==> src/rtl/shift_pkg.sv <==
// Shared encodings for the multicycle shift unit: operation codes and FSM states.
package shift_pkg;

   typedef enum logic [1:0] {
      OP_SRL = 2'b00,
      OP_SRA = 2'b01,
      OP_SLL = 2'b10,
      OP_ROR = 2'b11
   } op_e;

   typedef enum logic [1:0] {
      S_IDLE  = 2'b00,
      S_SHIFT = 2'b01,
      S_DONE  = 2'b10
   } state_e;

endpackage : shift_pkg

==> src/rtl/shift_step.sv <==
// Single-position shift step: moves the operand one bit according to the operation.
import shift_pkg::*;

module shift_step #(
   parameter int WIDTH = 32
) (
   input  logic [WIDTH-1:0] d,
   input  op_e              op,
   output logic [WIDTH-1:0] q
);

   // One-bit move; ROR feeds bit 0 back in at the top
   always_comb begin
      q = d;
      case (op)
         OP_SRL:  q = {1'b0, d[WIDTH-1:1]};
         OP_SRA:  q = {d[WIDTH-1], d[WIDTH-1:1]};
         OP_SLL:  q = {d[WIDTH-2:0], 1'b0};
         OP_ROR:  q = {d[0], d[WIDTH-1:1]};
         default: q = d;
      endcase
   end

endmodule : shift_step

==> src/rtl/shift_right_seq.sv <==
// Multicycle shifter (SRL/SRA/SLL/ROR), one bit position per clock, start/done handshake.
import shift_pkg::*;

module shift_right_seq #(
   parameter  int WIDTH   = 32,
   localparam int SHAMT_W = $clog2(WIDTH)
) (
   input  logic               clk,
   input  logic               reset,
   input  logic               start,
   input  logic [1:0]         op,
   input  logic [WIDTH-1:0]   data_in,
   input  logic [SHAMT_W-1:0] shamt,
   output logic               busy,
   output logic               done,
   output logic [WIDTH-1:0]   data_out
);

   state_e             r_state;
   op_e                r_op;
   logic [SHAMT_W-1:0] r_count;
   logic [WIDTH-1:0]   r_data;
   logic               r_busy;
   logic               r_done;
   logic [WIDTH-1:0]   w_step;

   shift_step #(.WIDTH(WIDTH)) u_step (
      .d  (r_data),
      .op (r_op),
      .q  (w_step)
   );

   // FSM, count and data register; busy/done registered from the state being entered
   always_ff @(posedge clk) begin
      if (reset) begin
         r_state <= S_IDLE;
         r_op    <= OP_SRL;
         r_count <= {SHAMT_W{1'b0}};
         r_data  <= {WIDTH{1'b0}};
         r_busy  <= 1'b0;
         r_done  <= 1'b0;
      end else begin
         case (r_state)
            S_IDLE: begin
               if (start) begin
                  r_data  <= data_in;
                  r_count <= shamt;
                  r_op    <= op_e'(op);
                  if (shamt == {SHAMT_W{1'b0}}) begin
                     r_state <= S_DONE;
                     r_busy  <= 1'b0;
                     r_done  <= 1'b1;
                  end else begin
                     r_state <= S_SHIFT;
                     r_busy  <= 1'b1;
                     r_done  <= 1'b0;
                  end
               end else begin
                  r_state <= S_IDLE;
                  r_busy  <= 1'b0;
                  r_done  <= 1'b0;
               end
            end
            S_SHIFT: begin
               r_data  <= w_step;
               r_count <= r_count - SHAMT_W'(1);
               if (r_count == SHAMT_W'(1)) begin
                  r_state <= S_DONE;
                  r_busy  <= 1'b0;
                  r_done  <= 1'b1;
               end else begin
                  r_state <= S_SHIFT;
                  r_busy  <= 1'b1;
                  r_done  <= 1'b0;
               end
            end
            S_DONE: begin
               // Start is ignored here; the earliest new accept is the following IDLE cycle
               r_state <= S_IDLE;
               r_busy  <= 1'b0;
               r_done  <= 1'b0;
            end
            default: begin
               r_state <= S_IDLE;
               r_busy  <= 1'b0;
               r_done  <= 1'b0;
            end
         endcase
      end
   end

   assign busy     = r_busy;
   assign done     = r_done;
   assign data_out = r_data;

endmodule : shift_right_seq
==> config.mk <==
export PLATFORM = sky130hd
export DESIGN_NAME = shift_right_seq
export DESIGN_NICKNAME = d
export VERILOG_FILES = /design/src/rtl/shift_pkg.sv /design/src/rtl/shift_step.sv /design/src/rtl/shift_right_seq.sv
export SDC_FILE = /design/constraint.sdc
export NUM_CORES = 1
export LEC_CHECK = 0
export BUFFER_PORTS_ARGS = -buffer_cell sky130_fd_sc_hd__buf_2
export CAP_MARGIN = 20
export CORE_MARGIN = 5
export CORE_UTILIZATION = 53
export CTS_BUF_LIST = sky130_fd_sc_hd__clkbuf_2
export CTS_CLUSTER_DIAMETER = 120
export CTS_CLUSTER_SIZE = 14
export DETAILED_ROUTE_END_ITERATION = 12
export PLACE_DENSITY = 0.94
export SYNTH_ARGS = -nofsm -noshare
export SYNTH_HDL_FRONTEND = slang
export SYNTH_SLANG_ARGS = --single-unit
export TNS_END_PERCENT = 1
==> constraint.sdc <==
create_clock -name clk -period 1.4 [get_ports clk]
set_input_delay 0.35 -clock clk [delete_from_list [all_inputs] [get_ports clk]]
set_output_delay 0.35 -clock clk [all_outputs]
set_load 0.02 [all_outputs]
==> reports/results.tsv, run 1 <==
metric	value	unit
critPathKind	flop to flop	
pwr-share-seq	0.483	
drt-total-wl	6.96	mm
drc	0	
crit_path_max_fanout	4	
antenna_cells	0	
drtPass1Iterations	4	
synth_warnings	0	
powerDensity	965	nW/um^2
synth_edf_count	0	
crit_start	r_count[0]	
cts_hold_buffers	0	
p_leak	1.45	nW
gp_congestion	0.918	
die_y	76.7	microns
ys_ff_latch	41	
swShare	0.372	
worstMarginPinSlew	0.310	ns
finalHoldViolations	0	
synthTopCellsByCount	dfxtp_1, inv_1, a211oi_1, o32ai_1, nor2_1	
clock.fmax	0.729	GHz
ys.flop_type	dfxtp_1	
synth_cells	278	
num-fill-cells	338	
final-seq-area	860	sq um
grt_max_degree	32	
startpoint_type	flop	
worst_hold_path_type	primary input to flop	
cts_buffer_depth	2	
maxSlewHeadroom	0.792	
syn2layout_area_growth	33.1	%
grt_pass1_wl	10.8	mm
die_x	76.7	microns
required	1.69	ns
die_area	5880	sq um
post-place-ws	-0.0798	ns
netlist.area_leader.share	0.349	
clk_pin_slew_worst_paths	0.21	ns
ant_nets	0	
instances_no_fill	409	
avgViaCountPerCell	6.05	
vias	2473	
cts_buffers	5	
ctsHtreeMaxLevel	2	
setup_slack	0.0291	ns
antenna_found_initial	0	
intPower	0.00190	W
avgSynthCellArea	8.47	sq um
overflow	0	
final_nets	402	
synthTopCellsByArea	dfxtp_1, o32ai_1, and3b_1	
status	completed	
async_flop_share	0	
combPwrFrac	0.357	
grt_usage	0.214	
initialDrtViolationCount	171	
fin_crit	1.37	ns
critPathArrivalTime	1.66	ns
hpwlAfterDp	4.57	mm
clkLatencyLatePin	0.39	ns
report.final.setup_viol	0	
final.setup_skew	0.0190	ns
ys_types	35	
switching_power	0.00112	W
rows	24	
synth.largest_area_cell	dfxtp_1	
detail_route.wl_per_cell	17.0	microns
place.port_buffers	75	
clock_power_share	0.160	
rsz0062_at_grt	yes	
reg2reg_from	r_count[0]	
syn_nets	322	
start_util	0.545	
maxCapViolCount	0	
cts.sinks	41	
drive_gt1_frac	0.454	
vdd.ir_drop.worst	619	uV
hp-start	data_in[1]	
cts_tree	done	
multiInputGateArea	1430	sq um
grt_pass1_vias	2315	
core	4320	sq um
root_buffer	clkbuf_2	
syn_area	2350	sq um
finalPower	0.00303	W
fin_crit_sh	0.979	
setup_tns	0	ns
end_kind	flop	
placed_cells	400	
ys_seq_area_frac	0.349	
io_pins	76	
yosysMostFrequentCell	dfxtp_1	
drv_slew	0	
[kinds of logic after synthesis]
group | Yosys count | share of synthesized area
AND/OR/NAND/NOR | 85 | 0.232
flip-flops | 41 | 0.349
multiplexers | 6 | 0.0260
AO/OA/AOI/OAI | 81 | 0.270
adder cells (fa/ha/maj) | 2 | 0.0106
buffers and inverters | 63 | 0.112
[final cells by class]
type                       instances  share of cell area
clock buffer                       5             0.00798
clock inverter                     1             0.00160
inverter                          37              0.0443
multi-input combinational        174               0.456
sequential                        41               0.274
tap                               52              0.0208
timing repair buffer              99               0.195
[worst max-delay path, stage by stage, from the launching register on]
cell and delay (ns):
dfxtp_2 0.38, inv_1 0.08, ha_1 0.18, or4bb_1 0.40
a21oi_1 0.15, o32ai_1 0.08
[repair_timing]
item,4_1_cts,5_1_grt
resized for setup,10,47
setup buffers,1,0
setup endpoints to repair,4,61
hold endpoints to repair,0,0
gates cloned,0,2
[sequential cells by signal (all words and copies together) (netlist names)]
name	flops
data_out	32
r_state	1
r_count	5
done	1
r_op	2
[routing by layer]
layer / GRT usage / vias up / share of wire
li1: - / 1180 / -
met3: 0.0550 / 12 / 0.072
met1: 0.274 / 1183 / 0.42
met2: 0.355 / 98 / 0.49
met5: 0 / - / 0
met4: 0.0559 / 0 / 0.012
[per-stage QoR]
step	util	hold slack [ns]	instance area, sq um
after global routing	0.725	0.184	3130
after floorplan	-	0.461	2360
after detailed placement	0.660	0.479	2860
after global placement	0.660	0.470	2860
after CTS	0.679	0.186	2940
final	0.725	0.219	3130
[cells in the final DEF (no fill, tap or decap), types with 3 or more instances in the layout]
cell type	Yosys	final
a211oi_1	33	32
a21oi_1	5	5
and3b_1	30	30
buf_2	10	74
buf_4	4	19
buf_6	0	3
clkbuf_2	0	5
dfxtp_1	41	10
dfxtp_2	0	31
inv_1	37	37
mux2i_1	5	5
nand2b_1	6	5
nor2_1	32	32
o32ai_1	33	16
o32ai_2	0	17
[power groups by stage]
| stage | combinational, W | clock [W] | sequential (W) |
|---|---|---|---|
| after CTS | 0.000978 | 0.000493 | 0.00143 |
| after detailed placement | 0.000954 | 0 | 0.00145 |
| after global placement | 0.000921 | 0 | 0.00145 |
| after global routing | 0.00117 | 0.000542 | 0.00148 |
| after floorplan | 0.000491 | 0 | 0.00156 |
| final | 0.00108 | 0.000484 | 0.00146 |
[path summary, 6_finish.rpt]
| path | cells past startpoint | end | slack, ns |
|---|---|---|---|
| worst max-delay path | 5 | r_count[4] | 0.03 |
| worst min-delay path | 3 | data_out[1] | 0.22 |
| worst max register to register | 5 | r_count[4] | 0.03 |
| worst min register to register | 2 | data_out[21] | 0.49 |
No activity file was read; power rests on OpenSTA's default activity.
==> run 2: changes to the inputs <==
--- a/config.mk
+++ b/config.mk
@@ -9,10 +9,11 @@
 export CAP_MARGIN = 20
 export CORE_MARGIN = 5
-export CORE_UTILIZATION = 53
+export CORE_UTILIZATION = 41
 export CTS_BUF_LIST = sky130_fd_sc_hd__clkbuf_2
 export CTS_CLUSTER_DIAMETER = 120
 export CTS_CLUSTER_SIZE = 14
 export DETAILED_ROUTE_END_ITERATION = 12
-export PLACE_DENSITY = 0.94
+export HOLD_SLACK_MARGIN = 0.15
+export PLACE_DENSITY = 0.78
 export SYNTH_ARGS = -nofsm -noshare
 export SYNTH_HDL_FRONTEND = slang
==> constraint.sdc (replaced) <==
create_clock -name clk -period 1.4 [get_ports clk]
set_input_delay 0.28 -clock clk [delete_from_list [all_inputs] [get_ports clk]]
set_output_delay 0.28 -clock clk [all_outputs]
set_load 0.02 [all_outputs]
==> reports/results.tsv, run 2 (synthesized netlist as in run 1, its figures left out) <==
metric	value	unit	change
initialDrtViolationCount	119		was 171
maxCapViolCount	0		unchanged
vdd.ir_drop.worst	479	uV	was 619 uV
antenna_cells	0		unchanged
drive_gt1_frac	0.336		was 0.454
grt_usage	0.184		was 0.214
p_leak	1.55	nW	was 1.45 nW
mostFrequentLayoutCell	buf_2		unchanged
r2r_end	data_out[20]		was r_count[4]
crit_buf_inv	1		unchanged
whs_endpoint	r_count[3]		was data_out[1]
status	finished, violations left		was completed
grt_pass1_wl	11.3	mm	was 10.8 mm
antenna_found_initial	0		unchanged
ctsHtreeMaxLevel	2		unchanged
grtUsageMet2	0.309		was 0.355
drv_slew	0		unchanged
cts_buffers	5		unchanged
die_y	85.8	microns	was 76.7 microns
io_pins	76		unchanged
critPathArrivalTime	1.72	ns	was 1.66 ns
clkLatencyLatePin	0.41	ns	was 0.39 ns
violations	setup timing		
fin_crit_sh	1.01		was 0.979
final_nets	430		was 402
rsz0062_at_grt	yes		unchanged
grt_use_met1	0.245		was 0.274
ant_nets	0		unchanged
syn2layout_area_growth	43.1	%	was 33.1%
die_area	7360	sq um	was 5880 sq um
setup_slack	-0.00915	ns	was 0.0291 ns
overflow	0		unchanged
largest_reg_flops	32		unchanged
r2r_setup_slack	-0.009	ns	was 0.03 ns
root_buffer	clkbuf_2		unchanged
crit_path_max_fanout	14		was 4
slowest_stage	dfxtp_4		was or4bb_1
finalPower	0.00340	W	was 0.00303 W
grt_max_degree	20		was 32
required	1.71	ns	was 1.69 ns
layout_common_cells	buf_2, inv_1, nor2_1		was buf_2, inv_1, a211oi_1, nor2_1, dfxtp_2
critPathTopFamily	compound AO/OA/AOI/OAI gates		was simple AND/OR/NAND/NOR gates
worstMarginPinSlew	0.243	ns	was 0.310 ns
end_kind	flop		unchanged
grt_use_met3	0.0365		was 0.0550
rows	27		was 24
drtPass1Iterations	4		unchanged
final_util	0.608		was 0.725
path_cells	o21ba_2 > nand2b_1 > buf_4 > o32ai_1		was inv_1 > ha_1 > or4bb_1 > a21oi_1 > o32ai_1
clock.fmax	0.710	GHz	was 0.729 GHz
cts_tree	done		unchanged
hpwlAfterDp	4.76	mm	was 4.57 mm
drt-total-wl	6.89	mm	was 6.96 mm
fin_crit	1.41	ns	was 1.37 ns
critPathMaxStageDelay	0.40	ns	about the same
worst_hold_path_type	primary input to flop		unchanged
powerDensity	1010	nW/um^2	was 965 nW/um^2
drc	0		unchanged
critPathKind	flop to flop		unchanged
startpoint_type	flop		unchanged
vias	2435		was 2,473
die_x	85.8	microns	was 76.7 microns
detail_route.wl_per_cell	15.0	microns	was 17.0 microns
reg2reg_from	done		was r_count[0]
place.port_buffers	75		unchanged
start_util	0.425		was 0.545
cts.sinks	41		unchanged
core	5540	sq um	was 4320 sq um
report.final.setup_viol	1		was 0
grt_pass1_vias	2338		was 2,315
cts_buffer_depth	2		unchanged
r2r_cells	4		was 5
clk_pin_slew_worst_paths	0.23	ns	was 0.21 ns
avgViaCountPerCell	5.31		was 6.05
maxSlewHeadroom	0.834		was 0.792
gp_congestion	0.790		was 0.918
min_path_cells	3		unchanged
finalHoldViolations	0		unchanged
grt-busiest-layer	met2		unchanged
final.setup_skew	0.0195	ns	was 0.0190 ns
hp-start	shamt[3]		was data_in[1]
[run 2: how the worst max path moves through the flow]
stage / startpoint / end / slack [ns] / depth (start not counted)
after detailed placement: shamt[1] / done / -0.02 / 4
final: done / data_out[20] / -0.009 / 4
after global routing: done / data_out[30] / -0.04 / 4
after CTS: done / done / 0.01 / 2
after floorplan: done / data_out[24] / 0.03 / 6
after global placement: shamt[1] / done / 0.009 / 4
[run 2: per-stage QoR]
stage	TNS (ns)	hold WS (ns)	area [sq um]	std cells	worst slack [ns]
3_3_place_gp	0	0.471	2890	419	0.00880
6_report	-0.00915	0.168	3370	459	-0.00915
5_1_grt	-0.204	0.160	3370	459	-0.0360
2_1_floorplan	0	0.395	2360	278	0.0283
4_1_cts	0	0.151	3260	454	0.0139
3_5_place_dp	-0.0185	0.479	2890	419	-0.0185
[run 2: cell type report]
type / count / area, sq um
fill: 514 / 2170
multi-input combinational: 174 / 1310
timing repair buffer: 127 / 896
sequential: 41 / 841
inverter: 37 / 139
tap: 72 / 90.1
clock inverter: 3 / 65.1
clock buffer: 5 / 25.0
[run 2: repair_timing]
action / in CTS / in global routing
pin swaps: 0 / 2
resized for setup: 9 / 20
buffers inserted: 2 / 0
endpoints found under the hold margin: 25 / 5
cloned: 0 / 0
setup endpoints to repair: 10 / 43
hold buffers: 25 / 5
[run 2: report_power, final]
| group | internal [W] | switching (W) | total (W) |
|---|---|---|---|
| sequential | 0.00131 | 0.000140 | 0.00145 |
| combinational | 0.000495 | 0.000560 | 0.00106 |
| clock | 0.000478 | 0.000417 | 0.000895 |
| total | 0.00228 | 0.00112 | 0.00340 |
[run 2: tightest hold or removal path, delay by kind of cell]
kind	cells	cell delay (ns)
AO/OA/AOI/OAI	2	0.18
buffers and inverters	1	0.09
[run 2: metal layers]
metal	wire length, microns	up-vias
met5	0	-
li1	-	1236
met1	3130	1135
met4	40	0
met3	358	4
met2	3350	60
==> run 3: changes to the inputs <==
- CAP_MARGIN: 20 -> default
- CORE_MARGIN: 5 -> 3
- clock period: 1.4 -> 1.5 ns (I/O delays scaled with it)
==> reports/results.tsv, run 3 (synthesized netlist as in run 1, its figures left out) <==
metric	value	unit	change
maxCapViolCount	0		unchanged
maxSlewHeadroom	0.799		was 0.834
start_util	0.441		was 0.425
worst_hold_path_type	primary input to flop		unchanged
crit_path_max_fanout	3		was 14
largest_reg_flops	32		unchanged
num-fill-cells	527		was 514
startpoint_type	flop		unchanged
clock.fmax	0.702	GHz	was 0.710 GHz
antenna_found_initial	0		unchanged
p_leak	1.36	nW	was 1.55 nW
drive_gt1_frac	0.301		was 0.336
antenna_cells	0		unchanged
hpwlAfterDp	4.55	mm	was 4.76 mm
grt_max_degree	35		was 20
layout_common_cells	buf_2, dfxtp_1, inv_1		was buf_2, inv_1, nor2_1
die_y	81.8	microns	was 85.8 microns
required	1.83	ns	was 1.71 ns
final_nets	395		was 430
final_util	0.546		was 0.608
fin_crit_sh	0.950		was 1.01
root_buffer	clkbuf_2		unchanged
detail_route.wl_per_cell	15.0	microns	about the same
grt_use_met3	0.0461		was 0.0365
drc	0		unchanged
avgViaCountPerCell	5.52		was 5.31
cts_buffers	5		unchanged
mostFrequentLayoutCell	buf_2		unchanged
grtUsageMet2	0.324		was 0.309
grt_usage	0.193		was 0.184
end_kind	flop		unchanged
powerDensity	928	nW/um^2	was 1010 nW/um^2
io_pins	76		unchanged
gp_congestion	0.853		was 0.790
place.port_buffers	75		unchanged
syn2layout_area_growth	23.8	%	was 43.1%
setup_tns	0	ns	was -0.00915 ns
cts.sinks	41		unchanged
status	completed		was finished, violations left
rows	26		was 27
finalPower	0.00270	W	was 0.00340 W
cts_setup_buffers	0		was 2
drtPass1Iterations	4		unchanged
die_area	6690	sq um	was 7360 sq um
worstMarginPinSlew	0.301	ns	was 0.243 ns
ctsHtreeMaxLevel	2		unchanged
multiInputGateArea	1270	sq um	was 1310 sq um
placed_cells	412		was 419
cts_buffer_depth	2		unchanged
rsz0062_at_grt	no		was yes
drt-total-wl	6.32	mm	was 6.89 mm
vias	2331		was 2,435
grt_pass1_wl	10.3	mm	was 11.3 mm
final.setup_skew	0.0156	ns	was 0.0195 ns
clk_pin_slew_worst_paths	0.22	ns	was 0.23 ns
finalHoldViolations	0		unchanged
grt-busiest-layer	met2		unchanged
ant_nets	0		unchanged
drv_slew	0		unchanged
overflow	0		unchanged
initialDrtViolationCount	142		was 119
critPathKind	flop to flop		unchanged
clkLatencyLatePin	0.38	ns	was 0.41 ns
vdd.ir_drop.worst	388	uV	was 479 uV
fin_crit	1.43	ns	was 1.41 ns
instances_no_fill	422		was 459
cts_tree	done		unchanged
final-seq-area	827	sq um	was 841 sq um
grt_use_met1	0.252		was 0.245
die_x	81.8	microns	was 85.8 microns
grt_pass1_vias	2229		was 2,338
report.final.setup_viol	0		was 1
critPathArrivalTime	1.76	ns	was 1.72 ns
core	5340	sq um	was 5540 sq um
## run 3: cell types whose count changed in the layout (fill, tap and decap cells not counted), moves of 2 or more
cell           change
a211oi_1           +2
a211oi_2           -2
buf_4              -3
buf_6              -4
bufinv_16          -2
dfxtp_1            +9
dfxtp_2            -8
dlygate4sd3_1     -28
o32ai_1            +2
o32ai_2            -2
## run 3: path summary, 6_finish.rpt
kind / start / to / slack (ns) / depth (start not counted)
max: r_count[1] / done / 0.07 / 5
min: data_in[9] / data_out[9] / 0.19 / 3
max reg2reg: r_count[1] / done / 0.07 / 5
min reg2reg: data_out[20] / data_out[20] / 0.50 / 2
## run 3: through the flow
| stage | setup slack, ns | hold slack (ns) | instance area [sq um] |
|---|---|---|---|
| final | 0.0745 | 0.193 | 2910 |
| after global placement | 0.0760 | 0.469 | 2850 |
| after detailed placement | 0.0329 | 0.481 | 2850 |
| after floorplan | 0.0822 | 0.415 | 2350 |
| after global routing | 0.0123 | 0.164 | 2910 |
| after CTS | 0.0179 | 0.166 | 2910 |
## run 3: worst max-delay path, cell delays in order (launching register included)
cell and delay [ns]:
dfxtp_1 0.37, inv_1 0.09, ha_1 0.15, or4b_1 0.48
o32ai_1 0.11, nor3b_2 0.18
## run 3: what timing repair did
item	in CTS	in global routing
hold buffers	2	0
endpoints found under the setup margin	1	32
pin swaps	0	0
hold endpoints to repair	4	0
gates resized for setup	2	3
cloned	0	0
## run 3: power by group
group          switching, W  internal, W  total, W
clock network      0.000370     0.000118  0.000488
logic              0.000496     0.000378  0.000874
registers          0.000128      0.00122   0.00134
total              0.000994      0.00171   0.00270
## run 3: layout make-up
type	instances	share of cell area
Multi-Input combinational cell	174	0.437
Sequential cell	41	0.284
Timing Repair Buffer	92	0.188
Inverter	37	0.0477
Tap cell	70	0.0301
Clock buffer	6	0.0103
Clock inverter	2	0.00343
## run 3: per-layer routing
metal	vias up	wire length [microns]
met3	6	414
met4	0	42
met1	1092	2840
li1	1160	-
met2	73	3010
met5	-	0
